$ cat src/rtl/mc_core_param.sv
// Parametrised multi-cycle core for the 9-bit ISA: 4-entry register file, EXT prefix, req/ack data memory.
// Define CORE_PERF_CNT_EN to add the cyc_cnt/instr_cnt performance counters.
module mc_core_param #(
    parameter int DW  = 8,
    parameter int PCW = 8,
    parameter int AW  = 8
) (
    input  logic           clk,
    input  logic           reset,
    input  logic           start,
    input  logic [8:0]     instr,
    input  logic [PCW-1:0] pc,
    input  logic [DW-1:0]  ext_data,
    output logic           mem_req,
    output logic           mem_we,
    output logic [AW-1:0]  mem_addr,
    output logic [DW-1:0]  mem_wdata,
    input  logic [DW-1:0]  mem_rdata,
    input  logic           mem_ack,
    output logic           pc_load,
    output logic [PCW-1:0] pc_target,
    output logic           carry,
    output logic           done,
    output logic [1:0]     state_out
`ifdef CORE_PERF_CNT_EN
    ,
    output logic [31:0]    cyc_cnt,
    output logic [31:0]    instr_cnt
`endif
);

    typedef enum logic [1:0] {
        S_FETCH   = 2'd0,
        S_EXECUTE = 2'd1,
        S_MEM     = 2'd2,
        S_HALTED  = 2'd3
    } state_t;

    localparam logic [3:0] OP_ADD  = 4'h0;
    localparam logic [3:0] OP_SUB  = 4'h1;
    localparam logic [3:0] OP_AND  = 4'h2;
    localparam logic [3:0] OP_OR   = 4'h3;
    localparam logic [3:0] OP_XOR  = 4'h4;
    localparam logic [3:0] OP_SHL  = 4'h5;
    localparam logic [3:0] OP_LDI  = 4'h6;
    localparam logic [3:0] OP_ADDI = 4'h7;
    localparam logic [3:0] OP_LD   = 4'h8;
    localparam logic [3:0] OP_ST   = 4'h9;
    localparam logic [3:0] OP_BNE  = 4'hA;
    localparam logic [3:0] OP_BEQ  = 4'hB;
    localparam logic [3:0] OP_J    = 4'hC;
    localparam logic [3:0] OP_HALT = 4'hD;
    localparam logic [3:0] OP_EXT  = 4'hE;

    state_t state, state_nxt;

    logic [3:0][DW-1:0] regs;
    logic               ext_pending;
    logic [1:0]         ext_rd;
    logic [DW-1:0]      ext_val;
    logic [1:0]         mem_rd;
    logic [1:0]         mem_rs;
    logic               mem_is_st;

    logic [3:0]     opcode;
    logic [1:0]     rd;
    logic [1:0]     rs;
    logic [2:0]     imm3;
    logic [4:0]     off5;
    logic [DW-1:0]  rd_val;
    logic [DW-1:0]  rs_val;
    logic [DW:0]    sum_full;
    logic [DW:0]    diff_full;
    logic [DW-1:0]  addi_val;
    logic [PCW-1:0] br_target;

    logic           rf_we;
    logic [1:0]     rf_wsel;
    logic [DW-1:0]  rf_wdata;
    logic           carry_we;
    logic           carry_nxt;
    logic           pc_load_nxt;
    logic [PCW-1:0] pc_target_nxt;
    logic           ext_set;
    logic           ext_clr;
    logic           done_set;
    logic           mem_latch;

    assign opcode    = instr[8:5];
    assign rd        = instr[4:3];
    assign rs        = instr[2:1];
    assign imm3      = instr[2:0];
    assign off5      = instr[4:0];
    assign rd_val    = regs[rd];
    assign rs_val    = regs[rs];
    assign sum_full  = {1'b0, rd_val} + {1'b0, rs_val};
    assign diff_full = {1'b0, rd_val} - {1'b0, rs_val};
    assign addi_val  = rs_val + {{(DW-3){imm3[2]}}, imm3};
    assign br_target = pc + {{(PCW-5){off5[4]}}, off5};

    always_ff @(posedge clk or posedge reset) begin
        if (reset) begin
            state <= S_FETCH;
        end else begin
            state <= state_nxt;
        end
    end

    // Decode and sequencing; every architectural update is requested here and applied below.
    always_comb begin
        state_nxt     = state;
        rf_we         = 1'b0;
        rf_wsel       = rd;
        rf_wdata      = '0;
        carry_we      = 1'b0;
        carry_nxt     = carry;
        pc_load_nxt   = 1'b0;
        pc_target_nxt = '0;
        ext_set       = 1'b0;
        ext_clr       = 1'b0;
        done_set      = 1'b0;
        mem_latch     = 1'b0;
        case (state)
            S_FETCH: begin
                if (!start) begin
                    state_nxt = S_EXECUTE;
                end
            end
            S_EXECUTE: begin
                state_nxt = S_FETCH;
                case (opcode)
                    OP_ADD: begin
                        rf_we     = 1'b1;
                        rf_wdata  = sum_full[DW-1:0];
                        carry_we  = 1'b1;
                        carry_nxt = sum_full[DW];
                    end
                    OP_SUB: begin
                        rf_we     = 1'b1;
                        rf_wdata  = diff_full[DW-1:0];
                        carry_we  = 1'b1;
                        carry_nxt = diff_full[DW];
                    end
                    OP_AND: begin
                        rf_we    = 1'b1;
                        rf_wdata = rd_val & rs_val;
                    end
                    OP_OR: begin
                        rf_we    = 1'b1;
                        rf_wdata = rd_val | rs_val;
                    end
                    OP_XOR: begin
                        rf_we    = 1'b1;
                        rf_wdata = rd_val ^ rs_val;
                    end
                    OP_SHL: begin
                        rf_we     = 1'b1;
                        rf_wdata  = {rd_val[DW-2:0], 1'b0};
                        carry_we  = 1'b1;
                        carry_nxt = rd_val[DW-1];
                    end
                    OP_LDI: begin
                        rf_we = 1'b1;
                        // A pending EXT only applies to the LDI naming the same register.
                        if (ext_pending && (ext_rd == rd)) begin
                            rf_wdata = ext_val;
                            ext_clr  = 1'b1;
                        end else begin
                            rf_wdata = {{(DW-3){1'b0}}, imm3};
                        end
                    end
                    OP_ADDI: begin
                        rf_we    = 1'b1;
                        rf_wdata = addi_val;
                    end
                    OP_LD, OP_ST: begin
                        mem_latch = 1'b1;
                        state_nxt = S_MEM;
                    end
                    OP_BNE: begin
                        if (rs_val != '0) begin
                            pc_load_nxt   = 1'b1;
                            pc_target_nxt = br_target;
                        end
                    end
                    OP_BEQ: begin
                        if (rs_val == '0) begin
                            pc_load_nxt   = 1'b1;
                            pc_target_nxt = br_target;
                        end
                    end
                    OP_J: begin
                        pc_load_nxt   = 1'b1;
                        pc_target_nxt = {{(PCW-5){1'b0}}, off5};
                    end
                    OP_HALT: begin
                        done_set  = 1'b1;
                        state_nxt = S_HALTED;
                    end
                    OP_EXT: begin
                        ext_set = 1'b1;
                    end
                    default: begin
                    end
                endcase
            end
            S_MEM: begin
                if (mem_ack) begin
                    state_nxt = S_FETCH;
                    if (!mem_is_st) begin
                        rf_we    = 1'b1;
                        rf_wsel  = mem_rd;
                        rf_wdata = mem_rdata;
                    end
                end
            end
            default: begin
            end
        endcase
    end

    always_ff @(posedge clk or posedge reset) begin
        if (reset) begin
            regs <= '0;
        end else if (rf_we) begin
            regs[rf_wsel] <= rf_wdata;
        end
    end

    // Register indices are captured at LD/ST issue so address and write data hold through wait states.
    always_ff @(posedge clk or posedge reset) begin
        if (reset) begin
            carry       <= 1'b0;
            done        <= 1'b0;
            ext_pending <= 1'b0;
            ext_rd      <= '0;
            ext_val     <= '0;
            pc_load     <= 1'b0;
            pc_target   <= '0;
            mem_rd      <= '0;
            mem_rs      <= '0;
            mem_is_st   <= 1'b0;
        end else begin
            pc_load   <= pc_load_nxt;
            pc_target <= pc_target_nxt;
            if (carry_we) begin
                carry <= carry_nxt;
            end
            if (done_set) begin
                done <= 1'b1;
            end
            if (ext_set) begin
                ext_pending <= 1'b1;
                ext_rd      <= rd;
                ext_val     <= ext_data;
            end else if (ext_clr) begin
                ext_pending <= 1'b0;
            end
            if (mem_latch) begin
                mem_rd    <= rd;
                mem_rs    <= rs;
                mem_is_st <= (opcode == OP_ST);
            end
        end
    end

    assign state_out = state;
    assign mem_req   = (state == S_MEM);
    assign mem_we    = mem_req && mem_is_st;
    assign mem_addr  = regs[mem_rs][AW-1:0];
    assign mem_wdata = regs[mem_rd];

`ifdef CORE_PERF_CNT_EN
    always_ff @(posedge clk or posedge reset) begin
        if (reset) begin
            cyc_cnt   <= '0;
            instr_cnt <= '0;
        end else if (!done) begin
            if (cyc_cnt != 32'hFFFF_FFFF) begin
                cyc_cnt <= cyc_cnt + 32'd1;
            end
            if (state == S_EXECUTE) begin
                instr_cnt <= instr_cnt + 32'd1;
            end
        end
    end
`endif

endmodule
$ cat config.mk
export PLATFORM = sky130hd
export DESIGN_NAME = mc_core_param
export DESIGN_NICKNAME = d
export VERILOG_FILES = /design/src/rtl/mc_core_param.sv
export SDC_FILE = /design/constraint.sdc
export NUM_CORES = 1
export LEC_CHECK = 0
export BUFFER_PORTS_ARGS = -buffer_cell sky130_fd_sc_hd__buf_4
export CAP_MARGIN = 20
export CORE_MARGIN = 10
export CORE_UTILIZATION = 54
export CTS_CLUSTER_SIZE = 20
export DETAILED_ROUTE_END_ITERATION = 10
export PLACE_DENSITY = 0.78
export SLEW_MARGIN = 40
export SYNTH_ARGS = -nofsm -noshare
export SYNTH_HDL_FRONTEND = slang
export SYNTH_SLANG_ARGS = --single-unit
$ cat constraint.sdc
create_clock -name clk -period 2.9 [get_ports clk]
set_clock_uncertainty 0.2 [all_clocks]
set_input_delay 0.435 -clock clk [delete_from_list [all_inputs] [get_ports clk]]
set_output_delay 0.435 -clock clk [all_outputs]
set_load 0.1 [all_outputs]
==> reports/metrics.cfg <==
[outcome]
violations=setup timing
status=finished, violations left

[cells_and_area]
layout-drive-gt1-share_pct=45.4
post-route-cell-area_um2=7780
nets=840
syn_to_final_growth_pct=36.7
layout.cells.non_filler=898
diodes=0

[placement]
gp_congestion=1.09
dp_cells=875
postPlaceCellArea_um2=7300
hpwl_um=15500
port_buffers=67
place_ws_ps=-611

[timing]
tns_ps=-6520
rsz0062_at_grt=yes
slew_viol_final=0
setup_slack_ps=-365
hold_viol_final=0
fin_crit_ps=3260
tightest_slew_ps=688
min_period_over_period_pct=113
setup_viol_count_final=30
slew_headroom_pct=54.1
fmax_mhz=306

[global_route]
grt_pass1_wl_um=32700
grt_pass1_vias=5950
grt_max_degree=40
grt_overflow=0
track_usage_pct=27.6
grt_antenna_before_repair=0

[pwr]
peakVddDrop_v=0.00161
p_leak_nw=3.42
power_density_nw_per_um2=885

[synth]
syn_inst=585
syn-num-nets=668
netlist_area_um2=5690
synth_edf_count=0
postSynthAreaPerCell_um2=9.73
ys_types=74
yosysWarnings=0
synth-seq-area-share_pct=26.8
ys_seq_elements=61
async_flop_share_pct=100
synth_flop_cell=dfrtp_1

[setup_path]
crit_path_end_kind=flip-flop
start_kind=flip-flop
critPathKind=reg -> reg
reg2reg_slack_ps=-360
arrival_ps=3280
cp.required_ps=2920
crit_fanout=4

[detailed_routing]
viasPerCell=6.58
postRouteAntennaNets=0
drc_errors=0
drt_iter0_markers=571
wirelength_um=21100
wire_per_inst_um=23.5
drt_first_pass_iters=5
via_count=5905

[clocking]
clk_path_buf_depth=2
numCtsBuffers=9
h-tree-depth=3
cts-root-buf=clkbuf_8
cts.sink_count=61
path_clk_slew_ps=80
insertion_delay_ps=360
cts_tree=done

[die]
start_util_pct=55.4
ios=68
die_height_um=123
num_rows=37
die_w_um=123
core_um2=10300
die_area_um2=15000

[run]
max-cap-violations=0

[worst_hold_path]
hold_class=in -> reg

==> layout by cell type, fill, tap and decap left out, drive strengths merged, types with 23 or more instances in the layout <==
cell,n
mux4,33
nand2,27
buf,197
o21ai,29
nor2,46
ha,42
mux2,23
inv,38
dfrtp,61
a21oi,36
==> per-layer routing <==
| metal | share of wire, % | wire length (um) | global-route usage [%] |
|---|---|---|---|
| met2 | 48 | 10100 | 44.4 |
| met4 | 4.3 | 915 | 11.8 |
| met3 | 8.9 | 1890 | 5.74 |
| met1 | 39 | 8150 | 35.4 |
| met5 | 0 | 0 | 0 |
==> sequential cells by signal, summed over array words and instances (netlist names) <==
register / count
pc_target: 8
ext_pending: 1
state_out: 2
mem_is_st: 1
ext_rd: 2
pc_load: 1
mem_rd: 2
done: 1
ext_val: 8
carry: 1
mem_rs: 2
regs: 32
==> per-stage QoR <==
stage	hold WS [ps]	util [%]	total power, W
floorplan	272	-	0.00435
finish	104	75.7	0.00689
global placement	259	71.0	0.00572
global route	99.1	75.7	0.00718
detailed placement	274	71.0	0.00582
CTS	93.5	75.0	0.00671
==> final cells by class <==
cell class / count / area, um2
clock buffers: 12 / 155
clock inverters: 4 / 31.3
fillers: 684 / 2490
inverters: 37 / 141
multi-input cells: 450 / 4210
flip-flops and latches: 61 / 1530
well taps: 136 / 170
repair buffers: 198 / 1550
==> synthesized netlist by cell type (all sizes together), types with 4 or more instances <==
master	instances	area share [%]
or4	4	0.66
a21oi	36	3.2
nand2b	10	1.1
buf	19	1.7
dfrtp	61	27
o221ai	4	0.62
and2	7	0.77
clkbuf	18	1.2
nor3	15	1.4
and3	4	0.44
nand3	7	0.70
ha	42	9.2
nor3b	6	0.79
nor4	6	0.66
nand2	27	1.8
nor2	46	3.2
mux2	23	4.6
a211oi	6	0.79
a31oi	12	1.3
inv	37	2.4
xnor2	10	1.5
o22ai	4	0.44
nor2b	4	0.44
nand3b	4	0.53
a22oi	4	0.53
mux4	33	13
or2	5	0.55
o21ai	29	2.9
o31ai	11	1.5
nand4	5	0.55
a21o	6	0.79
xor2	5	0.77
mux2i	18	3.2
fa	4	1.4
o21bai	5	0.66
==> critical path: stages (launching register included) <==
cell	delay, ps
dfrtp_1	410
buf_6	130
mux4_2	540
ha_4	200
fa_2	360
a211oi_2	220
nor2_2	100
mux2i_2	230
nand4_1	170
o31ai_2	280
buf_4	200
a31oi_1	90
==> what timing repair did <==
action                                  4_1_cts  5_1_grt
setup buffers                                 7        0
hold endpoints to repair                     22        0
endpoints found under the setup margin       29       31
gates cloned                                  0        0
hold buffers                                  1        0
pin swaps                                    15        4
gates resized for setup                      33       20
==> final timing paths <==
path | startpoint | to | depth (start not counted)
worst max-delay path | regs[24] | regs[30] | 11
worst min-delay path | ext_data[2] | ext_val[2] | 2
worst max register to register | regs[24] | regs[30] | 11
worst min register to register | done | done | 1
max in group asynchronous | reset | regs[14] | 4
min in group asynchronous | reset | pc_target[7] | 3
==> kinds of logic after synthesis <==
logic type	synth area share (%)
flops	26.8
simple gates	16.2
xor+xnor	2.31
buf+inv	5.36
fa+ha+maj	10.6
mux	20.9
compound gates	17.8
==> report_power, final <==
group	internal (W)	total (W)	switching (W)
registers	0.00112	0.00152	0.000408
clock network	0.000360	0.000733	0.000373
logic	0.00189	0.00463	0.00274
total	0.00337	0.00689	0.00352
No activity file was read; power rests on OpenSTA's default activity.
